## src/rtl/ysyx_23060096_ifu_if.sv

```systemverilog
// ysyx_23060096_ifu_if: fetch request, response, decoder and redirect signals of the IFU.
interface ysyx_23060096_ifu_if #(parameter int XLEN = 32);
  logic            req_valid;
  logic            req_ready;
  logic [XLEN-1:0] req_addr;
  logic            resp_valid;
  logic [XLEN-1:0] resp_data;
  logic            inst_valid;
  logic            inst_ready;
  logic [XLEN-1:0] inst;
  logic [XLEN-1:0] inst_pc;
  logic            redirect_valid;
  logic [XLEN-1:0] redirect_pc;
  modport master (
    output req_valid, req_addr, inst_valid, inst, inst_pc,
    input  req_ready, resp_valid, resp_data, inst_ready, redirect_valid, redirect_pc
  );
  modport slave (
    input  req_valid, req_addr, inst_valid, inst, inst_pc,
    output req_ready, resp_valid, resp_data, inst_ready, redirect_valid, redirect_pc
  );
endinterface

```

## src/rtl/ysyx_23060096_ifu.sv

```systemverilog
// ysyx_23060096_ifu: credit-based prefetching fetch unit; define YSYX_23060096_IFU_BYPASS_EN for the resp->inst bypass.
module ysyx_23060096_ifu #(
  parameter int              XLEN     = 32,
  parameter logic [XLEN-1:0] RESET_PC = 32'h8000_0000,
  parameter int              DEPTH    = 4
) (
  input logic clk,
  input logic rst,
  ysyx_23060096_ifu_if.master bus
);
  localparam int AW = $clog2(DEPTH);
  localparam int CW = AW + 1;
  localparam int SW = CW + 1;
  logic [XLEN-1:0] fetch_pc, resp_pc, new_pc;
  logic [CW-1:0]   inflight, inflight_nx, drop, count;
  logic [AW-1:0]   head, tail;
  logic [XLEN-1:0] q_pc   [DEPTH];
  logic [XLEN-1:0] q_inst [DEPTH];
  logic            empty, fire, resp_ok, keep, byp, enq, deq;
  always_comb begin
    empty       = count == '0;
    fire        = bus.req_valid && bus.req_ready;
    resp_ok     = bus.resp_valid && inflight != '0;
    keep        = resp_ok && drop == '0;
`ifdef YSYX_23060096_IFU_BYPASS_EN
    byp         = empty && keep && !bus.redirect_valid;
`else
    byp         = 1'b0;
`endif
    deq         = !empty && bus.inst_ready;
    enq         = keep && !(byp && bus.inst_ready);
    inflight_nx = inflight + CW'(fire) - CW'(resp_ok);
    new_pc      = bus.redirect_pc & ~XLEN'(3);
    bus.req_valid  = !rst && ({1'b0, count} + {1'b0, inflight} < SW'(DEPTH));
    bus.req_addr   = fetch_pc;
    bus.inst_valid = !empty || byp;
    bus.inst       = !empty ? q_inst[head] : byp ? bus.resp_data : '0;
    bus.inst_pc    = !empty ? q_pc[head]   : byp ? resp_pc       : '0;
  end
  always_ff @(posedge clk) begin
    if (rst) begin
      fetch_pc <= RESET_PC;
      resp_pc  <= RESET_PC;
      inflight <= '0;
      drop     <= '0;
      count    <= '0;
      head     <= '0;
      tail     <= '0;
    end else begin
      inflight <= inflight_nx;
      if (bus.redirect_valid) begin
        // everything still outstanding after this edge, including a request fired now, is stale
        fetch_pc <= new_pc;
        resp_pc  <= new_pc;
        drop     <= inflight_nx;
        count    <= '0;
        head     <= '0;
        tail     <= '0;
      end else begin
        if (fire) fetch_pc <= fetch_pc + XLEN'(4);
        if (keep) resp_pc <= resp_pc + XLEN'(4);
        if (resp_ok && drop != '0) drop <= drop - CW'(1);
        if (enq) tail <= tail + AW'(1);
        if (deq) head <= head + AW'(1);
        count <= count + CW'(enq) - CW'(deq);
      end
    end
  end
  always_ff @(posedge clk) begin
    if (enq) begin
      q_pc[tail]   <= resp_pc;
      q_inst[tail] <= bus.resp_data;
    end
  end
endmodule

```

## src/flat_wrapper.sv

```systemverilog
// flat-port wrapper written by rule: the top's interface ports become plain ports
module ysyx_23060096_ifu_flat 
#(
  parameter int              XLEN     = 32,
  parameter logic [XLEN-1:0] RESET_PC = 32'h8000_0000,
  parameter int              DEPTH    = 4
)
  (clk, rst, bus_req_valid, bus_req_addr, bus_inst_valid, bus_inst, bus_inst_pc, bus_req_ready, bus_resp_valid, bus_resp_data, bus_inst_ready, bus_redirect_valid, bus_redirect_pc);
  ysyx_23060096_ifu_if #(.XLEN(XLEN)) bus_i ();
  input logic clk;
  input logic rst;
  output wire logic [$bits(bus_i.req_valid)-1:0] bus_req_valid;
  output wire logic [$bits(bus_i.req_addr)-1:0] bus_req_addr;
  output wire logic [$bits(bus_i.inst_valid)-1:0] bus_inst_valid;
  output wire logic [$bits(bus_i.inst)-1:0] bus_inst;
  output wire logic [$bits(bus_i.inst_pc)-1:0] bus_inst_pc;
  input wire logic [$bits(bus_i.req_ready)-1:0] bus_req_ready;
  input wire logic [$bits(bus_i.resp_valid)-1:0] bus_resp_valid;
  input wire logic [$bits(bus_i.resp_data)-1:0] bus_resp_data;
  input wire logic [$bits(bus_i.inst_ready)-1:0] bus_inst_ready;
  input wire logic [$bits(bus_i.redirect_valid)-1:0] bus_redirect_valid;
  input wire logic [$bits(bus_i.redirect_pc)-1:0] bus_redirect_pc;
  assign bus_req_valid = bus_i.req_valid;
  assign bus_req_addr = bus_i.req_addr;
  assign bus_inst_valid = bus_i.inst_valid;
  assign bus_inst = bus_i.inst;
  assign bus_inst_pc = bus_i.inst_pc;
  assign bus_i.req_ready = bus_req_ready;
  assign bus_i.resp_valid = bus_resp_valid;
  assign bus_i.resp_data = bus_resp_data;
  assign bus_i.inst_ready = bus_inst_ready;
  assign bus_i.redirect_valid = bus_redirect_valid;
  assign bus_i.redirect_pc = bus_redirect_pc;
  ysyx_23060096_ifu #(.XLEN(XLEN), .RESET_PC(RESET_PC), .DEPTH(DEPTH)) u_core (.clk(clk), .rst(rst), .bus(bus_i));
endmodule
```

## config.mk

```make
export PLATFORM = sky130hd
export DESIGN_NAME = ysyx_23060096_ifu_flat
export DESIGN_NICKNAME = d
export VERILOG_FILES = /design/src/rtl/ysyx_23060096_ifu_if.sv /design/src/rtl/ysyx_23060096_ifu.sv /design/src/flat_wrapper.sv
export SDC_FILE = /design/constraint.sdc
export NUM_CORES = 1
export LEC_CHECK = 0
export ABC_CLOCK_PERIOD_IN_PS = 3510
export BUFFER_PORTS_ARGS = -buffer_cell sky130_fd_sc_hd__buf_4
export CORE_MARGIN = 5
export CORE_UTILIZATION = 50
export CTS_CLUSTER_SIZE = 14
export DETAILED_ROUTE_END_ITERATION = 10
export PLACE_DENSITY = 0.79
export SKIP_LAST_GASP = 1
export SYNTH_ARGS = -nofsm -noshare
export SYNTH_HDL_FRONTEND = slang
export SYNTH_SLANG_ARGS = --single-unit
```

## constraint.sdc

```tcl
create_clock -name clk -period 3.51 [get_ports clk]
set_clock_uncertainty 0.2 [all_clocks]
set_input_delay 0 -clock clk [delete_from_list [all_inputs] [get_ports clk]]
set_output_delay 0 -clock clk [all_outputs]
set_load 0.005 [all_outputs]
```

==> results by group <==
Placed design
  • Routability cong.: about 0.85
  • DP Wirelength: between 15000 and 20000 um
  • Worst slack at placement: about 0.75 ns
  • Placed Cells: about 1300
  • IO buf count: about 160

Yosys
  • Post-synth EDFFs: ~250
  • Synth Flop Type: edfxtp_1
  • Async S/R FF share, synth: 0%
  • Yosys warns: 0
  • Post-Syn Instances: 871
  • Register area share after synthesis: between 60% and 70%
  • Post-synthesis register bit count: ~320
  • Syn_area_per_cell: ~15 um2
  • Top cells by area, synth: edfxtp_1 56%, dfxtp_1 11%, mux4_2 10%, and2_1 3.3%, xnor2_1 2.4%
  • Post-Syn Area: 13400 um2
  • Yosys cell types: between 40 and 50
  • Synth area leader: edfxtp_1
  • Share of the synthesized area in the top cell type: a little under three fifths

Finish
  • Area of the multi-input gates: slightly above 4000 um2
  • # diodes: 0
  • Area grow syn2layout: 25.6%
  • Most common cell after layout, fill and taps aside: edfxtp_1
  • Net count, final: about 1200
  • Seq. cell area: slightly below 9000 um2
  • Layout cells sized above 1: 25.6%
  • Commonest non-fill, non-tap cells in the layout: 248 x edfxtp_1, 164 x buf_4, 74 x dlygate4sd3_1
  • Final Non-Filler Cells: 1471
  • Fillers: roughly 1900

Floorplanning
  • Die footprint: a little over 30000 um2
  • Total core area: roughly 27000 um2
  • Rows: 60
  • IO Pins: between 150 and 200
  • Width of the die: about 170 um
  • Initial Utilization: approximately half
  • Die H: 174 um

STA
  • Slew @ Worst Pin: just under 0.7 ns
  • Hold slack final: 0.0381 ns
  • Sum Neg Setup Slack: 0 ns
  • Slew headroom: between 50% and 60%
  • Tcrit/Tclk final: between 80% and 90%
  • Minimum clock period: 2.85 ns
  • Worst Slack Setup Final: 0.664 ns
  • Final Hold Viols: 0
  • Unrepaired setup endpoints after global routing: no
  • Fmax achieved: about 350 MHz
  • Slew Viols, Final: 0
  • Final setup violation count: 0

Flow run
  • Number of max-cap violations: 0

Critical path
  • Worst setup SP type: register
  • Crit path DAT: roughly 3.0 ns
  • Crit Path Class: register to register
  • Worst EP required: roughly 3.7 ns
  • Worst Path Buf+Inv: 1
  • Worst-path maximum fanout: 14
  • Worst path top cell family by delay: simple AND/OR/NAND/NOR gates
  • Slowest CP cell: and4_1
  • CP Capture Type: register
  • Slowest stage delay, CP: ~0.57 ns
  • Cells along the critical path: ha_1 > nor4_4 > and4_1 > nand3_1 > xnor2_1 > o21a_1 > dlygate4sd3_1

Routing
  • Detail Route Antenna Nets: 0
  • Highest routed metal layer: met4
  • Routed WL: approximately 29000 um
  • DR vias: between 8000 and 9000
  • Starting DRC count in detailed routing: 577
  • Drt wl/cell: 19.4 um
  • Met2 wire length: around 13000 um
  • Remaining DRCs: 0
  • Routed wl met3: between 2000 and 2500 um
  • DR vias/cell: around 5.5
  • DRT Pass-1 Iters: 5
  • Metal-1 WL: between 10000 and 15000 um

Clock tree
  • CTS max path bufs: 3
  • Setup repair bufs after CTS: 0
  • TritonCTS clock tree: built
  • Clock root buffer: clkbuf_16
  • Clock slew at reported path FFs: around 0.06 ns
  • CTS Buf Count: 34
  • H-tree depth: 2
  • Clock Sinks: approximately 320
  • CTS resizes: 0
  • Clk_lat worst skew: roughly 0.5 ns

Run status
  • Outcome: finished, final reports clean

Global routing
  • Pin count of the biggest net entering global routing: 64
  • Vias in the first global route: around 8300
  • GRT Overall Usage: 19.0%
  • Congestion Overflow GR: 0
  • First-pass GRT wire length: between 40000 and 50000 um
  • Initial antenna violation count: 0

Power and ir drop
  • Overall power: 9820 uW
  • Pwr dens: slightly below 600 nW/um2
  • Worst VDD drop: roughly 0.36 mV
  • Leakage: approximately 0.0060 uW

Worst hold path
  • Worst hold-check path type: input port to register
-- worst paths after layout --
path	endpoint	slack [ns]	cells past startpoint	from
min reg2reg	u_core.bus.req_addr[31]	0.34	2	u_core.bus.req_addr[31]
max reg2reg	u_core.bus.req_addr[27]	0.66	7	u_core.inflight[2]
max	u_core.bus.req_addr[27]	0.66	7	u_core.inflight[2]
min	u_core.q_inst[2][27]	0.04	2	bus_resp_data[27]
-- synthesized netlist by cell type, types with 13 or more instances --
cell / instances
mux4_2: 62
xor2_1: 25
inv_1: 43
a21oi_1: 35
nand3_1: 19
dfxtp_1: 75
and2_1: 71
nand2_1: 20
nor2_1: 20
nand4_1: 24
and3_1: 13
clkbuf_1: 34
edfxtp_1: 248
xnor2_1: 37
a21boi_1: 20
ha_1: 14
nor3_1: 14
a21boi_0: 28
-- final cells by class --
type	count	area share [%]
clock buffer	47	5.59
clock inverter	13	0.869
inverter	44	0.980
multi-input combinational	459	24.5
sequential	323	53.1
tap	341	2.53
timing repair buffer	244	12.4
-- cell families after synthesis --
family | count (synthesis) | share of synthesized area, %
muxes | 64 | 10.6
adders and majority gates | 16 | 1.60
buffers and inverters | 92 | 2.70
xor gates and xnor gates | 62 | 4.05
DFF | 323 | 66.7
and+or+nand+nor | 212 | 9.31
AOI/OAI and AO/OA | 101 | 5.04
other | 1 | 0.0280
-- flip-flops by register name (all words and copies together) (netlist names), named ones only --
register             count
u_core.head              2
u_core.tail              2
u_core.q_inst          128
u_core.q_pc            120
u_core.bus.req_addr     30
u_core.resp_pc          30
u_core.count             3
u_core.drop              3
u_core.inflight          3
-- through the flow --
stage               utilization (%)  cell area, um2
floorplan                         -           13400
global placement               56.3           15000
detailed placement             56.3           15000
CTS                            63.2           16800
global route                   63.2           16800
finish                         63.2           16800
-- metal layers --
layer / vias up / track usage, %
met4: 0 / 4.75
met1: 3931 / 26.6
met2: 309 / 30.1
met3: 48 / 4.82
li1: 3742 / -
met5: - / 0
-- worst reg2reg max path: cells and delay by family (launching register included) --
family	cells	cell delay [ns]
and+or+nand+nor	3	1.06
AOI/OAI and AO/OA	1	0.17
DFF	1	0.35
adders and majority gates	1	0.23
buffers and inverters	1	0.56
xor gates and xnor gates	1	0.16
-- power breakdown --
group	total, uW	switching, uW	internal [uW]
Combinational	1710	812	894
Sequential	4650	185	4460
Clock	3470	1360	2100
Total	9820	2360	7460
-- what timing repair did --
action,in CTS,in global routing
hold buffers,74,0
hold endpoints to repair,200,0
endpoints found under the setup margin,0,0
Power figures use the tool's default switching activity.
